### src/rtl/sparc_fpq_pkg.sv
// ---------------------------------------------------------------------------
// sparc_fpq_pkg
// Shared constants for the FFU FPop request queue (sparc_ffu_fpop_pcxq):
//   FP_RTN       - CPX return type that completes an FP operation
//   N_THREADS    - number of hardware threads tracked (one busy bit each)
//   TID_W        - thread id width
//   FPOP_DATA_W  - default FPop payload width (matches ffu_lsu_data)
//   is_fp_rtn()  - decode of a CPX FP-completion return
// ---------------------------------------------------------------------------
package sparc_fpq_pkg;

    localparam logic [3:0] FP_RTN      = 4'b1000;
    localparam int         N_THREADS   = 4;
    localparam int         TID_W       = 2;
    localparam int         FPOP_DATA_W = 81;

    function automatic logic is_fp_rtn(input logic vld, input logic [3:0] req);
        return vld && (req == FP_RTN);
    endfunction

endpackage

### src/rtl/sparc_ffu_fpop_pcxq_if.sv
// ---------------------------------------------------------------------------
// sparc_ffu_fpop_pcxq_if
// Bundles every non-clock signal of the FPop request queue.
//   FFU side : ffu_lsu_fpop_rq_vld, ffu_lsu_data, ffu_lsu_fpop_tid, lsu_ffu_ack
//   PCX side : fpq_pcx_req, fpq_pcx_data, fpq_pcx_tid, pcx_fpq_grant
//   CPX side : cpx_vld, cpx_req, cpx_fpq_tid
//   Status   : fpq_busy, fpq_idle, fpq_err, fpq_err_timeout
// Modports:
//   slave  - the queue itself
//   master - the environment (FFU + PCX arbiter + CPX)
//
// Handshakes:
//   FFU -> queue: the FFU raises ffu_lsu_fpop_rq_vld with stable data/tid and
//     holds it until lsu_ffu_ack pulses for one cycle; the packet was taken at
//     the edge that raised the ack.
//   queue -> PCX: fpq_pcx_req is high while the head is valid; the head is
//     consumed at any edge where fpq_pcx_req and pcx_fpq_grant are both high.
// ---------------------------------------------------------------------------
interface sparc_ffu_fpop_pcxq_if
    import sparc_fpq_pkg::*;
#(
    parameter int DATA_W = FPOP_DATA_W
) ();

    logic                 ffu_lsu_fpop_rq_vld;
    logic [DATA_W-1:0]    ffu_lsu_data;
    logic [TID_W-1:0]     ffu_lsu_fpop_tid;
    logic                 lsu_ffu_ack;

    logic                 fpq_pcx_req;
    logic [DATA_W-1:0]    fpq_pcx_data;
    logic [TID_W-1:0]     fpq_pcx_tid;
    logic                 pcx_fpq_grant;

    logic                 cpx_vld;
    logic [3:0]           cpx_req;
    logic [TID_W-1:0]     cpx_fpq_tid;

    logic [N_THREADS-1:0] fpq_busy;
    logic                 fpq_idle;
    logic                 fpq_err;
    logic                 fpq_err_timeout;

    modport slave (
        input  ffu_lsu_fpop_rq_vld, ffu_lsu_data, ffu_lsu_fpop_tid,
        output lsu_ffu_ack,
        output fpq_pcx_req, fpq_pcx_data, fpq_pcx_tid,
        input  pcx_fpq_grant,
        input  cpx_vld, cpx_req, cpx_fpq_tid,
        output fpq_busy, fpq_idle, fpq_err, fpq_err_timeout
    );

    modport master (
        output ffu_lsu_fpop_rq_vld, ffu_lsu_data, ffu_lsu_fpop_tid,
        input  lsu_ffu_ack,
        input  fpq_pcx_req, fpq_pcx_data, fpq_pcx_tid,
        output pcx_fpq_grant,
        output cpx_vld, cpx_req, cpx_fpq_tid,
        input  fpq_busy, fpq_idle, fpq_err, fpq_err_timeout
    );

endinterface

### src/rtl/sparc_fpq_fifo.sv
// ---------------------------------------------------------------------------
// sparc_fpq_fifo
// DEPTH x W register FIFO. Head is read combinationally from the read pointer.
// Ports:
//   clk, rst   - clock, synchronous active-high reset (pointers/count only)
//   push,wdata - write wdata at the tail (ignored when full)
//   pop        - advance the head (ignored when empty)
//   rdata      - current head entry
//   count      - number of valid entries
//   full,empty - derived from count
// DEPTH must be a power of two >= 2 so pointers wrap by natural overflow.
// ---------------------------------------------------------------------------
module sparc_fpq_fifo #(
    parameter int DEPTH = 2,
    parameter int W     = 83
) (
    input  logic                       clk,
    input  logic                       rst,
    input  logic                       push,
    input  logic [W-1:0]               wdata,
    input  logic                       pop,
    output logic [W-1:0]               rdata,
    output logic [$clog2(DEPTH):0]     count,
    output logic                       full,
    output logic                       empty
);

    localparam int                PTR_W    = $clog2(DEPTH);
    localparam int                CNT_W    = PTR_W + 1;
    localparam logic [CNT_W-1:0]  FULL_CNT = CNT_W'(DEPTH);

    logic [W-1:0]     mem [DEPTH];
    logic [PTR_W-1:0] wr_ptr;
    logic [PTR_W-1:0] rd_ptr;
    logic             do_push;
    logic             do_pop;

    assign full    = (count == FULL_CNT);
    assign empty   = (count == '0);
    assign do_push = push && !full;
    assign do_pop  = pop && !empty;
    assign rdata   = mem[rd_ptr];

    always_ff @(posedge clk) begin
        if (rst) begin
            wr_ptr <= '0;
            rd_ptr <= '0;
            count  <= '0;
        end else begin
            if (do_push) wr_ptr <= wr_ptr + PTR_W'(1);
            if (do_pop)  rd_ptr <= rd_ptr + PTR_W'(1);
            case ({do_push, do_pop})
                2'b10:   count <= count + CNT_W'(1);
                2'b01:   count <= count - CNT_W'(1);
                default: count <= count;
            endcase
        end
    end

    // Storage is not reset; contents are only observed once written.
    always_ff @(posedge clk) begin
        if (do_push) mem[wr_ptr] <= wdata;
    end

endmodule

### src/rtl/sparc_ffu_fpop_pcxq.sv
// ---------------------------------------------------------------------------
// sparc_ffu_fpop_pcxq
// FPop request queue between the FFU and the PCX arbiter. Accepts FPop packets
// from the FFU (registered one-cycle ack), buffers them in a small FIFO, offers
// the head to PCX with req/grant, and tracks one outstanding FP operation per
// thread until the matching CPX FP_RTN return.
// Ports:
//   rclk   - core clock
//   reset  - synchronous active-high reset
//   bus    - sparc_ffu_fpop_pcxq_if.slave (FFU, PCX, CPX and status signals)
// Parameters:
//   DEPTH  - queue entries (power of two, >= 2)
//   DATA_W - payload width; must equal the interface's DATA_W
// Build option:
//   FPQ_WATCHDOG_EN - adds a 12-bit watchdog that raises sticky
//                     fpq_err_timeout when some thread stays busy for 4095
//                     cycles with no FP return; otherwise the flag is tied 0.
// ---------------------------------------------------------------------------
module sparc_ffu_fpop_pcxq
    import sparc_fpq_pkg::*;
#(
    parameter int DEPTH  = 2,
    parameter int DATA_W = FPOP_DATA_W
) (
    input  logic                   rclk,
    input  logic                   reset,
    sparc_ffu_fpop_pcxq_if.slave   bus
);

    localparam int ENTRY_W = DATA_W + TID_W;

    logic [N_THREADS-1:0]   busy;
    logic [N_THREADS-1:0]   busy_nxt;
    logic                   ack;
    logic                   err;

    logic                   q_full;
    logic                   q_empty;
    logic [$clog2(DEPTH):0] q_count;
    logic [ENTRY_W-1:0]     q_head;

    logic                   accept;
    logic                   dequeue;
    logic                   rtn;
    logic                   rtn_clr;
    logic                   rtn_bad;

    // The !ack term stops a second accept of the same packet in the cycle the
    // FFU sees the ack but has not yet dropped valid.
    assign accept  = bus.ffu_lsu_fpop_rq_vld && !q_full &&
                     !busy[bus.ffu_lsu_fpop_tid] && !ack;
    assign dequeue = !q_empty && bus.pcx_fpq_grant;

    assign rtn     = is_fp_rtn(bus.cpx_vld, bus.cpx_req);
    assign rtn_clr = rtn && busy[bus.cpx_fpq_tid];
    assign rtn_bad = rtn && !busy[bus.cpx_fpq_tid];

    sparc_fpq_fifo #(
        .DEPTH (DEPTH),
        .W     (ENTRY_W)
    ) u_fifo (
        .clk   (rclk),
        .rst   (reset),
        .push  (accept),
        .wdata ({bus.ffu_lsu_fpop_tid, bus.ffu_lsu_data}),
        .pop   (dequeue),
        .rdata (q_head),
        .count (q_count),
        .full  (q_full),
        .empty (q_empty)
    );

    // Set and clear never target the same thread in one edge: accept needs
    // !busy and a clear needs busy. Different threads both apply.
    always_comb begin
        busy_nxt = busy;
        if (accept)  busy_nxt[bus.ffu_lsu_fpop_tid] = 1'b1;
        if (rtn_clr) busy_nxt[bus.cpx_fpq_tid]      = 1'b0;
    end

    always_ff @(posedge rclk) begin
        if (reset) begin
            ack  <= 1'b0;
            busy <= '0;
            err  <= 1'b0;
        end else begin
            ack  <= accept;
            busy <= busy_nxt;
            if ((bus.pcx_fpq_grant && q_empty) || rtn_bad) err <= 1'b1;
        end
    end

    assign bus.lsu_ffu_ack  = ack;
    assign bus.fpq_pcx_req  = !q_empty;
    assign bus.fpq_pcx_tid  = q_head[ENTRY_W-1 -: TID_W];
    assign bus.fpq_pcx_data = q_head[DATA_W-1:0];
    assign bus.fpq_busy     = busy;
    assign bus.fpq_idle     = (q_count == '0) && (busy == '0);
    assign bus.fpq_err      = err;

`ifdef FPQ_WATCHDOG_EN
    logic [11:0] wd_cnt;
    logic        wd_err;

    // Counts cycles spent with work outstanding and no FP completion; the
    // flag rises on the edge the counter reaches its maximum, which it then
    // holds until a return or an idle busy vector restarts it.
    always_ff @(posedge rclk) begin
        if (reset) begin
            wd_cnt <= '0;
            wd_err <= 1'b0;
        end else if (rtn || (busy == '0)) begin
            wd_cnt <= '0;
        end else if (wd_cnt != 12'hfff) begin
            wd_cnt <= wd_cnt + 12'd1;
            if (wd_cnt == 12'hffe) wd_err <= 1'b1;
        end
    end

    assign bus.fpq_err_timeout = wd_err;
`else
    assign bus.fpq_err_timeout = 1'b0;
`endif

endmodule
### src/flat_wrapper.sv
// flat-port wrapper written by rule: the top's interface ports become plain ports
module sparc_ffu_fpop_pcxq_flat import sparc_fpq_pkg::*;
#(
    parameter int DEPTH  = 2,
    parameter int DATA_W = FPOP_DATA_W
)
  (rclk, reset, bus_ffu_lsu_fpop_rq_vld, bus_ffu_lsu_data, bus_ffu_lsu_fpop_tid, bus_lsu_ffu_ack, bus_fpq_pcx_req, bus_fpq_pcx_data, bus_fpq_pcx_tid, bus_pcx_fpq_grant, bus_cpx_vld, bus_cpx_req, bus_cpx_fpq_tid, bus_fpq_busy, bus_fpq_idle, bus_fpq_err, bus_fpq_err_timeout);
  sparc_ffu_fpop_pcxq_if #(.DATA_W(DATA_W)) bus_i ();
  input  logic rclk;
  input  logic reset;
  input wire logic [$bits(bus_i.ffu_lsu_fpop_rq_vld)-1:0] bus_ffu_lsu_fpop_rq_vld;
  input wire logic [$bits(bus_i.ffu_lsu_data)-1:0] bus_ffu_lsu_data;
  input wire logic [$bits(bus_i.ffu_lsu_fpop_tid)-1:0] bus_ffu_lsu_fpop_tid;
  output wire logic [$bits(bus_i.lsu_ffu_ack)-1:0] bus_lsu_ffu_ack;
  output wire logic [$bits(bus_i.fpq_pcx_req)-1:0] bus_fpq_pcx_req;
  output wire logic [$bits(bus_i.fpq_pcx_data)-1:0] bus_fpq_pcx_data;
  output wire logic [$bits(bus_i.fpq_pcx_tid)-1:0] bus_fpq_pcx_tid;
  input wire logic [$bits(bus_i.pcx_fpq_grant)-1:0] bus_pcx_fpq_grant;
  input wire logic [$bits(bus_i.cpx_vld)-1:0] bus_cpx_vld;
  input wire logic [$bits(bus_i.cpx_req)-1:0] bus_cpx_req;
  input wire logic [$bits(bus_i.cpx_fpq_tid)-1:0] bus_cpx_fpq_tid;
  output wire logic [$bits(bus_i.fpq_busy)-1:0] bus_fpq_busy;
  output wire logic [$bits(bus_i.fpq_idle)-1:0] bus_fpq_idle;
  output wire logic [$bits(bus_i.fpq_err)-1:0] bus_fpq_err;
  output wire logic [$bits(bus_i.fpq_err_timeout)-1:0] bus_fpq_err_timeout;
  assign bus_i.ffu_lsu_fpop_rq_vld = bus_ffu_lsu_fpop_rq_vld;
  assign bus_i.ffu_lsu_data = bus_ffu_lsu_data;
  assign bus_i.ffu_lsu_fpop_tid = bus_ffu_lsu_fpop_tid;
  assign bus_lsu_ffu_ack = bus_i.lsu_ffu_ack;
  assign bus_fpq_pcx_req = bus_i.fpq_pcx_req;
  assign bus_fpq_pcx_data = bus_i.fpq_pcx_data;
  assign bus_fpq_pcx_tid = bus_i.fpq_pcx_tid;
  assign bus_i.pcx_fpq_grant = bus_pcx_fpq_grant;
  assign bus_i.cpx_vld = bus_cpx_vld;
  assign bus_i.cpx_req = bus_cpx_req;
  assign bus_i.cpx_fpq_tid = bus_cpx_fpq_tid;
  assign bus_fpq_busy = bus_i.fpq_busy;
  assign bus_fpq_idle = bus_i.fpq_idle;
  assign bus_fpq_err = bus_i.fpq_err;
  assign bus_fpq_err_timeout = bus_i.fpq_err_timeout;
  sparc_ffu_fpop_pcxq #(.DEPTH(DEPTH), .DATA_W(DATA_W)) u_core (.rclk(rclk), .reset(reset), .bus(bus_i));
endmodule
### config.mk
export PLATFORM = sky130hd
export DESIGN_NAME = sparc_ffu_fpop_pcxq_flat
export DESIGN_NICKNAME = d
export VERILOG_FILES = /design/src/rtl/sparc_fpq_pkg.sv /design/src/rtl/sparc_ffu_fpop_pcxq_if.sv /design/src/rtl/sparc_fpq_fifo.sv /design/src/rtl/sparc_ffu_fpop_pcxq.sv /design/src/flat_wrapper.sv
export SDC_FILE = /design/constraint.sdc
export NUM_CORES = 1
export LEC_CHECK = 0
export CORE_UTILIZATION = 49
export CTS_BUF_LIST = sky130_fd_sc_hd__clkbuf_4
export DETAILED_ROUTE_END_ITERATION = 16
export PLACE_DENSITY = 0.82
export SYNTH_ARGS = -nofsm -noshare
export SYNTH_HDL_FRONTEND = slang
export SYNTH_HIERARCHICAL = 1
export SYNTH_SLANG_ARGS = --single-unit
### constraint.sdc
create_clock -name rclk -period 5.9 [get_ports rclk]
set_input_delay 1.18 -clock rclk [delete_from_list [all_inputs] [get_ports rclk]]
set_output_delay 1.18 -clock rclk [all_outputs]
set_load 0.02 [all_outputs]
* Yosys cells after proc, flatten, opt, wreduce, memory -nomap -nowiden
Memory sizes are Yosys's and may differ from the RTL's. A register that Yosys moved wholly into a read port is not among the register bits. Cells that the tools add are included.
Cells by class: $add $sub $neg 4, $lt $le $gt $ge 4, eq/ne operators 4, muxes and demuxes 15, bitwise operators 3, reductions and logical operators 22
Operators by type and width (number):
- logical AND 1 bit | 13
- 2-to-1 mux 1 bit | 8
- 2-to-1 mux 4 bit | 2
- < comparator 2 x 3 -> 1 bit (second input constant) | 2
- zero test 1 bit | 5
- AND 4 bit | 1
- binary-select mux 1 bit (select 2 bit) | 2
- demux 1 bit (select 2 bit) | 2
- == test 2 bit (second input constant) | 2
- == test 4 bit (second input constant) | 1
- >= comparator 2 x 1 -> 1 bit (second input constant) | 2
- zero test 4 bit | 1
- inverter 4 bit | 1
- bitwise OR 4 bit | 1
- case mux 2 bit (2 select lines) | 1
- adder 1 bit (second input constant) | 2
- adder 2 x 1 -> 2 bit (second input constant) | 1
- == test 2 x 1 -> 1 bit (second input constant) | 1
- zero test 2 bit | 1
- nonzero test 2 bit | 1
- subtractor 2 x 1 -> 2 bit (second input constant) | 1
- logical OR 1 bit | 1
Word-level totals: register bits 10, bits in writable memories 166, input port bits 94, output and inout port bits 92, word-level logic and storage cells 59, memories 1
Memory list:
- u_core.u_fifo.mem | depth 2, width 83, rd ports 1, clocked after memory_dff 1, wr ports 1, RTL line sparc_fpq_fifo.sv:32 | logic [W-1:0] mem [DEPTH];

* Longest topological paths before layout
Gate-level depths: netlist (run 1).
depth in word-level cells 8, depth in mapped cells 8, depth with buffers taken out 8

* Cells and area by module
The synthesis (run 1) kept the hierarchy.
Modules (own cells, without submodules):
- sparc_fpq_fifo | times used 1, cells an instance 284, area an instance 6188.4 sq um, sequential area each 5084.9 sq um
- sparc_ffu_fpop_pcxq | times used 1, cells an instance 38, area an instance 382.9 sq um, sequential area each 120.1 sq um

* Worst setup path before layout (run 1)
OpenSTA, ideal clock, no wires.
path kind input-to-reg, from in bus_ffu_lsu_fpop_tid[0], to mem u_core.u_fifo.mem[1][0], enable pin, setup time 0.451 ns, data arrival time 4.096 ns, required time 5.449 ns, slack 1.353 ns, stages 3, cells stage by stage mux4_2 -> nor4b_1 -> and3_1
Between the ends: word-level cells in the longest chain between the ends 8
Ends and longest elaborated chain:
- from (decl) | RTL line flat_wrapper.sv:13 | input wire logic [$bits(bus_i.ffu_lsu_fpop_tid)-1:0] bus_ffu_lsu_fpop_tid;
- binary-select mux 1 bit (select 2 bit) | RTL line sparc_ffu_fpop_pcxq.sv:51 | !busy[bus.ffu_lsu_fpop_tid] && !ack;
- 2-to-1 mux 1 bit (implied by the code) | RTL line sparc_ffu_fpop_pcxq.sv:51
- zero test 1 bit | RTL line sparc_ffu_fpop_pcxq.sv:51
- logical AND 1 bit | RTL line sparc_ffu_fpop_pcxq.sv:50 | assign accept = bus.ffu_lsu_fpop_rq_vld && !q_full &&
- logical AND 1 bit | RTL line sparc_ffu_fpop_pcxq.sv:51
- via u_core.accept | RTL line sparc_ffu_fpop_pcxq.sv:42 | logic accept;
- logical AND 1 bit | RTL line sparc_fpq_fifo.sv:40 | assign do_push = push && !full;
- 2-to-1 mux 1 bit | RTL line sparc_fpq_fifo.sv:62 | if (do_push) mem[wr_ptr] <= wdata;
- 2-to-1 mux 1 bit (implied by the code) | RTL line sparc_fpq_fifo.sv:62
- to (decl) | RTL line sparc_fpq_fifo.sv:32
The timed path passes the listed nets, and every way through them passes these cells. The select of a mux whose other input is x is not followed.

* Worst setup path after layout (run 1)
from in bus_ffu_lsu_fpop_tid[0], to mem u_core.u_fifo.mem[0][49], enable pin
Same word-level chain as after synthesis.

==> impl_metrics.tcl, run 1 <==
set metrics [dict create \
    dr.pass1.iters 4 \
    cp_max_fo 26 \
    path_delay_family "buffers and inverters" \
    clk_pin_slew_ns 0.15 \
    end_kind "flip-flop" \
    wl_per_cell_um 17.9 \
    fillers 858 \
    worstPathArrival_ns 4.15 \
    core-area_sq_mm 0.0128 \
    io_pins 186 \
    postSynthAreaPerCell_sq_um 20.4 \
    syn_area_sq_mm 0.00657 \
    portBuffers 184 \
    area_growth_syn_to_layout_pct 34.8 \
    synth-edff-count 166 \
    maxCapViolCount 0 \
    cts_resized 0 \
    fin_crit_sh_pct 67.0 \
    hpwl_mm 8.31 \
    synth-seq-cells 177 \
    worstHoldPathType "reg -> reg" \
    clockBufferDepth 2 \
    synthCells 322 \
    rows 41 \
    synthArstFlopShare_pct 0 \
    grt_overflow 0 \
    rsz0062_at_grt "false" \
    ant_nets 0 \
    drtIter0Drc 244 \
    synth.area.top_cells "edfxtp_1, mux2_2, dfxtp_1" \
    synth_top_cell_by_area "edfxtp_1" \
    drive_gt1_share_pct 24.1 \
    fin_tns_setup_ns 0 \
    yosys.area.top_type_share_pct 75.9 \
    grt_start_max_net_pins 84 \
    cts_tree "done" \
    place.gp.congestion 0.808 \
    cp_slowest_stage_delay_ns 0.62 \
    grt_usage_pct 18.7 \
    drc_errors 0 \
    clock.fmax_mhz 253 \
    crit_chain "clkdlybuf4s50_1 > mux4_2 > nor4b_1 > inv_1 > or3_1 > clkinv_2 > buf_4" \
    crit_slowest_cell "clkdlybuf4s50_1" \
    syn_nets 417 \
    nets 613 \
    cts_hold_buf 0 \
    grt_pass1_wl_mm 19.5 \
    grt_pass1_vias 3837 \
    yosysUniqueCellTypes 33 \
    rrSetupSlack_ns 2.89 \
    clock-root-buffer "clkbuf_4" \
    finalHoldViolCount 0 \
    post_cts_buffers 0 \
    vdd_drop_max_uv 239 \
    tightest_slew_ns 1.16 \
    pwr_density_cell_mw_per_mm2 374 \
    fp.dieH_um 118 \
    viasPerCell 5.10 \
    antenna_found_initial 0 \
    outcome "complete, no violations" \
    ys_seq_area_share_pct 79.2 \
    die_area_sq_mm 0.0139 \
    clk_latency_ns 0.53 \
    clock_sinks 177 \
    htree_levels 4 \
    start_util_pct 51.2 \
    skew_ns 0.0271 \
    start_kind "primary input" \
    num_vias 3588 \
    fin_total_pwr_uw 3310 \
    relSlewSlack_pct 22.4 \
    post-route-min-period_ns 3.96 \
    critPathKind "in -> reg" \
    cts-buffers-inserted 17 \
    die_w_um 118 \
    finalSetupViolCount 0 \
    leakagePower_uw 0.00296 \
    diodes 0 \
    slew_viol_final 0 \
    wl_mm 12.6 \
    path_buf_inv 4 \
    cp.required_ns 6.09 \
    synthFlopType "edfxtp_1" \
    yosys_warnings 6 \
]
## layout make-up
| cell class | instances | area, sq um | share of cell area [%] |
|---|---|---|---|
| sequential | 177 | 5210 | 58.8 |
| timing repair buffer | 187 | 1860 | 21.0 |
| multi-input combinational | 128 | 1290 | 14.6 |
| tap | 172 | 215 | 2.43 |
| clock buffer | 18 | 135 | 1.53 |
| clock inverter | 14 | 116 | 1.31 |
| inverter | 7 | 27.5 | 0.311 |
## report_power, final
group / switching, uW / internal [uW]
Sequential: 89.9 / 1600
Combinational: 503 / 514
Clock: 394 / 212
## kinds of logic after synthesis
logic type | Yosys count | synth area share, %
and+or+nand+nor | 23 | 2.40
xor gates and xnor gates | 3 | 0.400
other | 1 | 0.0571
muxes | 86 | 15.1
AOI/OAI and AO/OA | 14 | 1.49
adders and majority gates | 1 | 0.190
buffers and inverters | 17 | 1.20
DFF | 177 | 79.2
## state kept, by name, summed over array words and instances, names as in the netlist, named ones only
register / cells
u_core/bus.fpq_err: 1
u_core/u_fifo/wr_ptr: 1
u_core/bus.lsu_ffu_ack: 1
u_core/u_fifo/count: 2
u_core/bus.fpq_busy: 4
u_core/u_fifo/rd_ptr: 1
u_core/u_fifo/mem: 166
## per-stage QoR
| stage | cells | hold WS (ns) | util, % | setup WS, ns | instance area [sq um] |
|---|---|---|---|---|---|
| 2_1_floorplan | 322 | 0.452 | - | 1.35 | 6570 |
| 3_3_place_gp | 671 | 0.475 | 67.1 | 1.51 | 8610 |
| 3_5_place_dp | 671 | 0.499 | 67.1 | 1.43 | 8610 |
| 4_1_cts | 703 | 0.533 | 69.1 | 2.00 | 8860 |
| 5_1_grt | 703 | 0.569 | 69.1 | 1.84 | 8860 |
| 6_report | 703 | 0.530 | 69.1 | 1.94 | 8860 |
## synthesized netlist by cell type, types with 2 or more instances
master	instances
o21ai_0	3
xnor2_1	2
nor4b_1	2
or3_1	2
mux4_2	2
buf_2	9
mux2_2	83
a21o_1	2
a21oi_1	4
inv_1	6
nor4b_2	2
edfxtp_1	166
nor2_1	6
dfxtp_1	11
nand3_1	2
a41o_2	2
a41oi_1	2
## metal layers
metal,global-route usage [%],wire (um)
met1,22.6,5240
met2,30.6,6250
met3,6.73,900
met4,7.13,214
met5,0,0
## tightest hold or removal path: stages, from the launching register on
cell and delay [ns]:
dfxtp_1 0.36, o21ai_0 0.08, a21oi_1 0.07
## layout by cell type (no fill, tap or decap), drive strengths merged
cell type | Yosys | final
a21o | 2 | 2
a21oi | 4 | 4
a41o | 2 | 2
a41oi | 2 | 2
and3 | 1 | 1
buf | 10 | 3
bufinv | 0 | 1
clkbuf | 0 | 18
clkdlybuf4s50 | 0 | 184
clkinv | 0 | 10
clkinvlp | 0 | 2
conb | 1 | 1
dfxtp | 11 | 11
edfxtp | 166 | 166
ha | 1 | 1
inv | 7 | 8
mux2 | 83 | 83
mux2i | 1 | 1
mux4 | 2 | 2
nand2 | 1 | 1
nand2b | 1 | 1
nand3 | 2 | 2
nand3b | 1 | 1
nor2 | 6 | 6
nor2b | 1 | 1
nor3 | 1 | 1
nor4 | 1 | 1
nor4b | 4 | 4
o21a | 1 | 1
o21ai | 3 | 3
or3 | 2 | 2
or4 | 1 | 1
or4b | 1 | 1
xnor2 | 2 | 2
xor2 | 1 | 1
## final timing paths
| check | startpoint | to | cells past startpoint |
|---|---|---|---|
| max | bus_ffu_lsu_fpop_tid[0] | u_core/u_fifo/mem[0][49] | 7 |
| min | u_core/u_fifo/wr_ptr | u_core/u_fifo/wr_ptr | 2 |
| max reg2reg | u_core/bus.fpq_busy[2] | u_core/u_fifo/mem[0][49] | 6 |
| min reg2reg | u_core/u_fifo/wr_ptr | u_core/u_fifo/wr_ptr | 2 |
No activity file was read; power rests on OpenSTA's default activity.
==> inputs of run 2 (changes only) <==
--- a/config.mk
+++ b/config.mk
@@ -5,10 +5,10 @@
 export SDC_FILE = /design/constraint.sdc
 export NUM_CORES = 1
 export LEC_CHECK = 0
-export CORE_UTILIZATION = 49
+export CORE_UTILIZATION = 44
 export CTS_BUF_LIST = sky130_fd_sc_hd__clkbuf_4
 export DETAILED_ROUTE_END_ITERATION = 16
-export PLACE_DENSITY = 0.82
+export PLACE_DENSITY = 0.78
 export SYNTH_ARGS = -nofsm -noshare
 export SYNTH_HDL_FRONTEND = slang
 export SYNTH_HIERARCHICAL = 1
==> constraint.sdc (replaced) <==
create_clock -name rclk -period 3.41 [get_ports rclk]
set_input_delay 0.682 -clock rclk [delete_from_list [all_inputs] [get_ports rclk]]
set_output_delay 0.682 -clock rclk [all_outputs]
set_load 0.02 [all_outputs]
==> impl_metrics.tcl, run 2 (same netlist as run 1, synthesis figures left out) <==
set metrics [dict create \
    drtIter0Drc 163 \
    nets 622 \
    portBuffers 184 \
    cp_max_fo 40 \
    finalHoldViolCount 0 \
    dr.pass1.iters 4 \
    post_cts_buffers 0 \
    grt_usage_pct 17.4 \
    vdd_drop_max_uv 240 \
    start_util_pct 45.2 \
    htree_levels 4 \
    grt_pass1_vias 3730 \
    end_kind "output pin" \
    maxCapViolCount 0 \
    relSlewSlack_pct 59.1 \
    wl_met2_mm 6.39 \
    hpwl_mm 9.06 \
    fp.dieH_um 124 \
    clockBufferDepth 2 \
    critPathKind "reg -> out" \
    grt_pass1_wl_mm 20.0 \
    start_kind "flip-flop" \
    cts-buffers-inserted 17 \
    rsz0062_at_grt "false" \
    worstHoldPathType "reg -> reg" \
    cts_tree "done" \
    die_w_um 124 \
    drc_errors 0 \
    clock_sinks 177 \
    top_layer "met4" \
    cts_hold_buf 0 \
    finalSetupViolCount 0 \
    area_growth_syn_to_layout_pct 37.6 \
    wl_met3_um 978 \
    clk_pin_slew_ns 0.12 \
    io_pins 186 \
    cts_resized 0 \
    fin_crit_sh_pct 93.9 \
    fin_tns_setup_ns 0 \
    rows 44 \
    antenna_found_initial 0 \
    clock-root-buffer "clkbuf_4" \
    num_vias 3595 \
    layout_commonest_cell "clkdlybuf4s50_1" \
    grt_overflow 0 \
    die_area_sq_mm 0.0154 \
    largest_reg_flops 166 \
    drt-met1-wl_mm 5.35 \
    final_cell_mix "clkdlybuf4s50_1, edfxtp_1, mux2_2, clkbuf_4, dfxtp_1" \
    core-area_sq_mm 0.0145 \
    post-route-min-period_ns 3.20 \
    leakagePower_uw 0.00302 \
    clk_latency_ns 0.55 \
    clock.fmax_mhz 312 \
    viasPerCell 4.97 \
    grt_start_max_net_pins 53 \
    skew_ns 0.0139 \
    fin_ws_ns 0.210 \
    drive_gt1_share_pct 25.7 \
    cp.required_ns 2.73 \
    ant_nets 0 \
    tightest_slew_ns 0.614 \
    outcome "complete, no violations" \
    place.gp.congestion 0.748 \
    wl_per_cell_um 18.0 \
    slew_viol_final 0 \
    wl_mm 13.0 \
    place_ws_ns 0.0570 \
    fin_total_pwr_uw 5880 \
    diodes 0 \
    worstPathArrival_ns 2.52 \
    top_register "u_core/u_fifo/mem" \
    pwr_density_cell_mw_per_mm2 650 \
]
## run 2: changes by cell type in the layout (fill, tap and decap cells not counted), sizes merged
cell	delta
clkinv	-5
clkinvlp	+4
bufinv	+1
buf	+9
## run 2: critical path: stages, from the launching register on
cell and delay [ns]:
dfxtp_4 0.76, buf_12 0.26, mux2_2 0.35, clkdlybuf4s50_1 0.57
## run 2: cell type report
cell class	count	area, sq um
Fill cell	1045	5490
Inverter	7	30.0
Clock inverter	14	140
Sequential cell	177	5210
Tap cell	184	230
Clock buffer	18	135
Multi-Input combinational cell	128	1290
Timing Repair Buffer	196	2010
## run 2: worst paths after layout
check | startpoint | endpoint | slack, ns | cells after the start
worst max-delay path | flip-flop | bus_fpq_pcx_data[74] | 0.21 | 3
worst min register to register | u_core/u_fifo/wr_ptr | u_core/u_fifo/wr_ptr | 0.52 | 2
worst max register to register | u_core/bus.fpq_busy[3] | u_core/u_fifo/mem[0][29] | 0.89 | 6
worst min-delay path | u_core/u_fifo/wr_ptr | u_core/u_fifo/wr_ptr | 0.52 | 2
## run 2: where the power goes
group / internal (uW) / switching, uW
registers: 2760 / 126
clock network: 439 / 677
logic: 952 / 921
total: 4160 / 1720
## run 2: stage by stage
step / hold WS (ns) / std cells / area, sq um / util, %
floorplan: 0.451 / 322 / 6580 / -
global placement: 0.481 / 692 / 8770 / 60.3
detailed placement: 0.508 / 692 / 8770 / 60.3
CTS: 0.527 / 724 / 9040 / 62.2
global route: 0.574 / 724 / 9040 / 62.2
finish: 0.522 / 724 / 9040 / 62.2
## run 2: layer usage
| metal | track usage [%] | vias up |
|---|---|---|
| li1 | - | 1682 |
| met1 | 20.8 | 1751 |
| met2 | 28.4 | 138 |
| met3 | 5.99 | 24 |
| met4 | 7.65 | 0 |
| met5 | 0 | - |
